--- src/rtl/gf180mcu_fd_sc_mcu7t5v0__latrsnq_drv.sv ---
// gf180mcu_fd_sc_mcu7t5v0__latrsnq_drv
// Sequencer that sits in front of a WIDTH-bit latrsnq latch bank. It turns
// single-cycle write, clear and preset requests into timed E / D / RN / SETN
// waveforms with a setup phase, a pulse phase and a hold phase.
// Optional feature macro: LATRSNQ_DRV_READBACK_EN. When it is defined, a
// one-cycle CHECK phase compares the bank output Q_I against the value the
// operation should have produced, and sets the sticky ERR flag on a mismatch.
module gf180mcu_fd_sc_mcu7t5v0__latrsnq_drv #(
    parameter int WIDTH     = 8,
    parameter int SETUP_CYC = 1,
    parameter int PULSE_CYC = 2,
    parameter int HOLD_CYC  = 1
) (
    input  logic             CLK,
    input  logic             RST,
    input  logic             REQ_VALID,
    output logic             REQ_READY,
    input  logic [1:0]       REQ_OP,
    input  logic [WIDTH-1:0] REQ_DATA,
    output logic             E,
    output logic [WIDTH-1:0] D,
    output logic             RN,
    output logic             SETN,
    output logic             DONE,
    input  logic [WIDTH-1:0] Q_I,
    output logic             ERR
);

    typedef enum logic [2:0] {
        ST_IDLE  = 3'd0,
        ST_SETUP = 3'd1,
        ST_PULSE = 3'd2,
        ST_HOLD  = 3'd3,
        ST_CHECK = 3'd4,
        ST_DONE  = 3'd5
    } state_t;

    localparam logic [1:0] OP_WRITE  = 2'b00;
    localparam logic [1:0] OP_CLEAR  = 2'b01;
    localparam logic [1:0] OP_PRESET = 2'b10;
    localparam logic [1:0] OP_NOP    = 2'b11;

    // Terminal values of the 4-bit phase counter.
    localparam logic [3:0] SETUP_LAST = 4'(SETUP_CYC - 1);
    localparam logic [3:0] PULSE_LAST = 4'(PULSE_CYC - 1);
    localparam logic [3:0] HOLD_LAST  = 4'(HOLD_CYC - 1);

    state_t           state_q, state_d;
    logic [3:0]       cnt_q, cnt_d;
    logic [1:0]       op_q, op_d;
    logic [WIDTH-1:0] d_q, d_d;
    logic             e_q, e_d;
    logic             rn_q, rn_d;
    logic             setn_q, setn_d;
    logic             done_q, done_d;
    logic             ready_q, ready_d;
    logic             accept_s;

    assign accept_s = REQ_VALID & ready_q;

`ifdef LATRSNQ_DRV_READBACK_EN
    logic err_q, err_d;

    // Value the bank must show after the given operation has completed.
    function automatic logic [WIDTH-1:0] expected_q(input logic [1:0] op,
                                                    input logic [WIDTH-1:0] data);
        logic [WIDTH-1:0] val;
        case (op)
            OP_WRITE:  val = data;
            OP_CLEAR:  val = {WIDTH{1'b0}};
            OP_PRESET: val = {WIDTH{1'b1}};
            default:   val = data;
        endcase
        return val;
    endfunction

    // Sticky readback mismatch detection, sampled only in the CHECK phase.
    always_comb begin
        err_d = err_q;
        if (state_q == ST_CHECK) begin
            err_d = err_q | (Q_I != expected_q(op_q, d_q));
        end else begin
            err_d = err_q;
        end
    end

    assign ERR = err_q;
`else
    logic unused_q_s;
    assign unused_q_s = ^Q_I;
    assign ERR        = 1'b0;
`endif

    // Next-state logic for the phase sequencer plus next values of the registered controls.
    always_comb begin
        state_d = state_q;
        cnt_d   = cnt_q;
        op_d    = op_q;
        d_d     = d_q;
        case (state_q)
            ST_IDLE, ST_DONE: begin
                if (accept_s) begin
                    op_d  = REQ_OP;
                    cnt_d = 4'd0;
                    if (REQ_OP == OP_WRITE) begin
                        d_d = REQ_DATA;
                    end else begin
                        d_d = d_q;
                    end
                    if (REQ_OP == OP_NOP) begin
                        state_d = ST_DONE;
                    end else begin
                        state_d = ST_SETUP;
                    end
                end else begin
                    state_d = ST_IDLE;
                end
            end
            ST_SETUP: begin
                if (cnt_q == SETUP_LAST) begin
                    state_d = ST_PULSE;
                    cnt_d   = 4'd0;
                end else begin
                    cnt_d = cnt_q + 4'd1;
                end
            end
            ST_PULSE: begin
                if (cnt_q == PULSE_LAST) begin
                    state_d = ST_HOLD;
                    cnt_d   = 4'd0;
                end else begin
                    cnt_d = cnt_q + 4'd1;
                end
            end
            ST_HOLD: begin
                if (cnt_q == HOLD_LAST) begin
`ifdef LATRSNQ_DRV_READBACK_EN
                    state_d = ST_CHECK;
`else
                    state_d = ST_DONE;
`endif
                    cnt_d = 4'd0;
                end else begin
                    cnt_d = cnt_q + 4'd1;
                end
            end
            ST_CHECK: begin
                state_d = ST_DONE;
            end
            default: begin
                state_d = ST_IDLE;
                cnt_d   = 4'd0;
            end
        endcase

        // Controls are decoded from the next state so they leave a flop directly.
        e_d     = (state_d == ST_PULSE) && (op_d == OP_WRITE);
        rn_d    = !((state_d == ST_PULSE) && (op_d == OP_CLEAR));
        setn_d  = !((state_d == ST_PULSE) && (op_d == OP_PRESET));
        done_d  = (state_d == ST_DONE);
        ready_d = (state_d == ST_IDLE) || (state_d == ST_DONE);
    end

    // State, data and control registers with synchronous reset.
    always_ff @(posedge CLK) begin
        if (RST) begin
            state_q <= ST_IDLE;
            cnt_q   <= 4'd0;
            op_q    <= OP_NOP;
            // D is only cleared once E is already low, so the latch keeps its hold margin.
            d_q     <= e_q ? d_q : {WIDTH{1'b0}};
            e_q     <= 1'b0;
            rn_q    <= 1'b1;
            setn_q  <= 1'b1;
            done_q  <= 1'b0;
            ready_q <= 1'b0;
`ifdef LATRSNQ_DRV_READBACK_EN
            err_q   <= 1'b0;
`endif
        end else begin
            state_q <= state_d;
            cnt_q   <= cnt_d;
            op_q    <= op_d;
            d_q     <= d_d;
            e_q     <= e_d;
            rn_q    <= rn_d;
            setn_q  <= setn_d;
            done_q  <= done_d;
            ready_q <= ready_d;
`ifdef LATRSNQ_DRV_READBACK_EN
            err_q   <= err_d;
`endif
        end
    end

    assign REQ_READY = ready_q;
    assign E         = e_q;
    assign D         = d_q;
    assign RN        = rn_q;
    assign SETN      = setn_q;
    assign DONE      = done_q;

endmodule

--- config.mk ---
export PLATFORM = sky130hd
export DESIGN_NAME = gf180mcu_fd_sc_mcu7t5v0__latrsnq_drv
export DESIGN_NICKNAME = d
export VERILOG_FILES = /design/src/rtl/gf180mcu_fd_sc_mcu7t5v0__latrsnq_drv.sv
export SDC_FILE = /design/constraint.sdc
export NUM_CORES = 1
export LEC_CHECK = 0
export CELL_PAD_IN_SITES_DETAIL_PLACEMENT = 0
export CELL_PAD_IN_SITES_GLOBAL_PLACEMENT = 1
export CORE_MARGIN = 5
export CORE_UTILIZATION = 30
export DETAILED_ROUTE_END_ITERATION = 10
export PLACE_DENSITY = 0.85
export SLEW_MARGIN = 20
export SYNTH_ARGS = -nofsm -noshare
export SYNTH_HDL_FRONTEND = slang
export SYNTH_SLANG_ARGS = --single-unit
export TNS_END_PERCENT = 5
--- constraint.sdc ---
create_clock -name CLK -period 2.1 [get_ports CLK]
set_input_delay 0.42 -clock CLK [delete_from_list [all_inputs] [get_ports CLK]]
set_output_delay 0.42 -clock CLK [all_outputs]
set_load 0.02 [all_outputs]
==> results by group <==
Clock network
  • CTS Buffer Depth: 2
  • CTS tree: yes
  • Later-pin clock latency in the skew report: about 310 ps
  • Worst-path clk slew: about 130 ps
  • CTS Root Buffer Type: clkbuf_4
  • CTS H-Tree Depth: 1
  • Post-cts hold buffer count: 0
  • Post-cts resize count: 0
  • CTS Buf Count: 3
  • Post-CTS Setup Bufs: 0
  • Clock Sinks: 22

STA
  • Final setup TNS: 0 ps
  • Period minus WS final: 1818 ps
  • RSZ-0062 raised after global routing: no
  • WHS: around 450 ps
  • Endpoints failing setup: 0
  • Final Hold Fails: 0
  • Layout Skew: 10.54 ps
  • Fmax: between 500 and 600 MHz
  • Slew Limit Fails: 0
  • Tcrit/Tclk final: 0.8657

GRT
  • Grt total ovfl: 0
  • Global-route wire length before repair: between 3000 and 4000 microns
  • Tot GR Track Use: 0.08772
  • Vias in the first global route: approximately 740
  • Initial antenna violation count: 0
  • Largest net degree at the start of global routing: 14

Floorplan
  • Die Y-Extent: between 60 and 70 microns
  • Die W: slightly below 70 microns
  • Die ar.: about 0.0048 sq mm
  • # IOs: 35
  • Rows: 21
  • Placeable Area: 0.003363 sq mm
  • Initial Util: 0.3106

Drt
  • WL final: 2076 microns
  • Vias: approximately 760
  • # DRC: 0
  • DR iter-0 viols: 22
  • Average routed wire per standard cell: roughly 12 microns
  • Detailed Routing Iterations Pass 1: 4
  • Vias per inst: 4.515
  • Antenna-violating nets left: 0

Critical path
  • Cells on worst reg2reg path: 4
  • Critical path class: reg2out
  • Worst setup SP type: flip-flop
  • Crit path max-delay family: buffers and inverters
  • Crit path cell chain: clkdlybuf4s50_1
  • CP peak stage delay: between 600 and 700 ps
  • R2R Path End: D[5]
  • Worst EP arrival: ~1400 ps
  • Register-to-register setup slack: slightly below 400 ps
  • Worst Path Buf+Inv: 1
  • CP Launch Point: REQ_READY
  • Required time worst endpoint: between 1500 and 2000 ps
  • Crit path capture type: output pin
  • CP max stage cell: clkdlybuf4s50_1
  • Crit Path Max Fanout: 4
  • Worst reg2reg path startpoint: state_q[2]

Logic synthesis
  • Synth Area in Compound Gates: 0.1473
  • Largest family of logic cells by synthesized area: simple AND/OR/NAND/NOR gates
  • Number of synthesis warnings: 0
  • Synth Register Bits: 22
  • Xor/xnor share of the synthesized area: 0.03473
  • Multiplexer area fraction after synthesis: 0.01078
  • Distinct cells, synth: 37
  • Post-Synthesis Cell Area: approximately 0.0010 sq mm
  • Mapped Avg Cell Area: 10.88 sq um
  • Syn_nets: 120
  • Sequential area share after synthesis: 0.4982
  • Cell count after synthesis: 96
  • Post-Synth Simple-Gate Area: 0.2156
  • Adder-cell area share of the yosys netlist: 0.03593

Job
  • Max-cap violations: 0

Worst hold path
  • Hold depth: 1
  • HP Class: reg2reg
  • Hold Crit Endpoint: RN
  • Hold_sp: op_q[0]

Placement
  • GPL Wtd Cong: 0.8299
  • I/O Buffers: 25
  • Detailed-placement wirelength estimate: between 1500 and 2000 microns

Cells and area
  • Most frequent cells in the layout: clkdlybuf4s50_1 (25), dfxtp_1 (14), nor2b_1 (11)
  • Share of cells above drive strength 1: 0.1138
  • # diodes: 0
  • Nets@finish: 148
  • P&R area growth vs syn: 31.26%
  • Commonest non-fill, non-tap cell in the layout: clkdlybuf4s50_1

Pwr
  • PD cells: ~750 mW/mm^2
  • P_leak: just under 0.5 nW
  • Worst IR drop on VDD: around 0.34 mV

Outcome
  • Status: complete, no violations
[stage by stage]
stage	setup slack [ps]	power, mW	instance area, sq um	cells	util
floorplan	371.2	0.7463	1052	96	-
global placement	225.0	0.8302	1345	165	0.3999
detailed placement	200.8	0.8397	1345	165	0.3999
CTS	279.0	1.035	1371	169	0.4077
global route	218.1	1.092	1371	169	0.4077
finish	282.1	1.030	1371	169	0.4077
[how the worst max path moves through the flow]
| stage | end | slack (ps) | depth (start not counted) |
|---|---|---|---|
| finish | REQ_READY | 280 | 1 |
| global route | REQ_READY | 220 | 1 |
| CTS | REQ_READY | 280 | 1 |
| detailed placement | D[1] | 200 | 4 |
| global placement | D[6] | 220 | 4 |
| floorplan | D[0] | 370 | 4 |
[flip-flops by register name (all words and copies together), names as in the netlist]
| signal | flops |
|---|---|
| RN | 1 |
| DONE | 1 |
| state_q | 3 |
| cnt_q | 4 |
| REQ_READY | 1 |
| E | 1 |
| op_q | 2 |
| SETN | 1 |
| D | 8 |
[synthesized netlist by cell type]
| master | instances | area share |
|---|---|---|
| ha_1 | 3 | 0.036 |
| o21ai_0 | 1 | 0.0048 |
| inv_1 | 5 | 0.018 |
| a211oi_1 | 2 | 0.014 |
| and3_1 | 1 | 0.0060 |
| buf_4 | 1 | 0.0072 |
| xnor2_4 | 1 | 0.026 |
| clkbuf_1 | 2 | 0.0072 |
| nor3_1 | 1 | 0.0048 |
| o311a_4 | 1 | 0.020 |
| a211oi_2 | 1 | 0.012 |
| and4bb_2 | 1 | 0.012 |
| conb_1 | 1 | 0.0036 |
| nor2_1 | 9 | 0.032 |
| nand3b_1 | 3 | 0.022 |
| o21bai_1 | 1 | 0.0072 |
| nor4_1 | 1 | 0.0060 |
| nand2_1 | 5 | 0.018 |
| o41ai_1 | 1 | 0.0084 |
| a211o_1 | 2 | 0.017 |
| edfxtp_1 | 8 | 0.23 |
| nand3_1 | 2 | 0.0096 |
| nor3b_1 | 1 | 0.0072 |
| o211a_1 | 1 | 0.0096 |
| a31o_2 | 1 | 0.0084 |
| nand2b_1 | 1 | 0.0060 |
| and2_1 | 1 | 0.0060 |
| buf_6 | 2 | 0.022 |
| nor2b_1 | 11 | 0.066 |
| nand4_4 | 1 | 0.020 |
| a21oi_1 | 5 | 0.024 |
| dfxtp_1 | 14 | 0.27 |
| a22oi_1 | 1 | 0.0072 |
| mux2_2 | 1 | 0.011 |
| xnor2_1 | 1 | 0.0084 |
| a31oi_1 | 1 | 0.0060 |
| o311ai_1 | 1 | 0.0084 |
[logic make-up (layout without fill, tap and decap cells)]
kind of cell	count (synthesis)	after routing
AOI/OAI and AO/OA	19	19
adders and majority gates	3	3
muxes	1	1
xor gates and xnor gates	2	2
and+or+nand+nor	38	38
DFF	22	22
other	1	1
buffers and inverters	10	37
[layer usage]
layer,GRT usage,wire length [microns]
met1,0.1042,948
met2,0.1472,965
met3,0.02762,140
met4,0.03254,21
met5,0,0
[area by class of cell]
| type | instances | area (sq um) |
|---|---|---|
| Sequential cell | 22 | 520.5 |
| Inverter | 5 | 18.77 |
| Clock buffer | 3 | 22.52 |
| Multi-Input combinational cell | 64 | 475.5 |
| Fill cell | 345 | 1992 |
| Tap cell | 46 | 57.56 |
| Clock inverter | 1 | 3.754 |
| Timing Repair Buffer | 28 | 272.8 |
[report_power, final]
group / leakage, nW / switching (mW) / internal (mW)
Combinational: 0.280 / 0.147 / 0.153
Clock: 0.0154 / 0.129 / 0.0694
Sequential: 0.196 / 0.0483 / 0.483
Note: power is estimated with default switching activity, not from simulation.
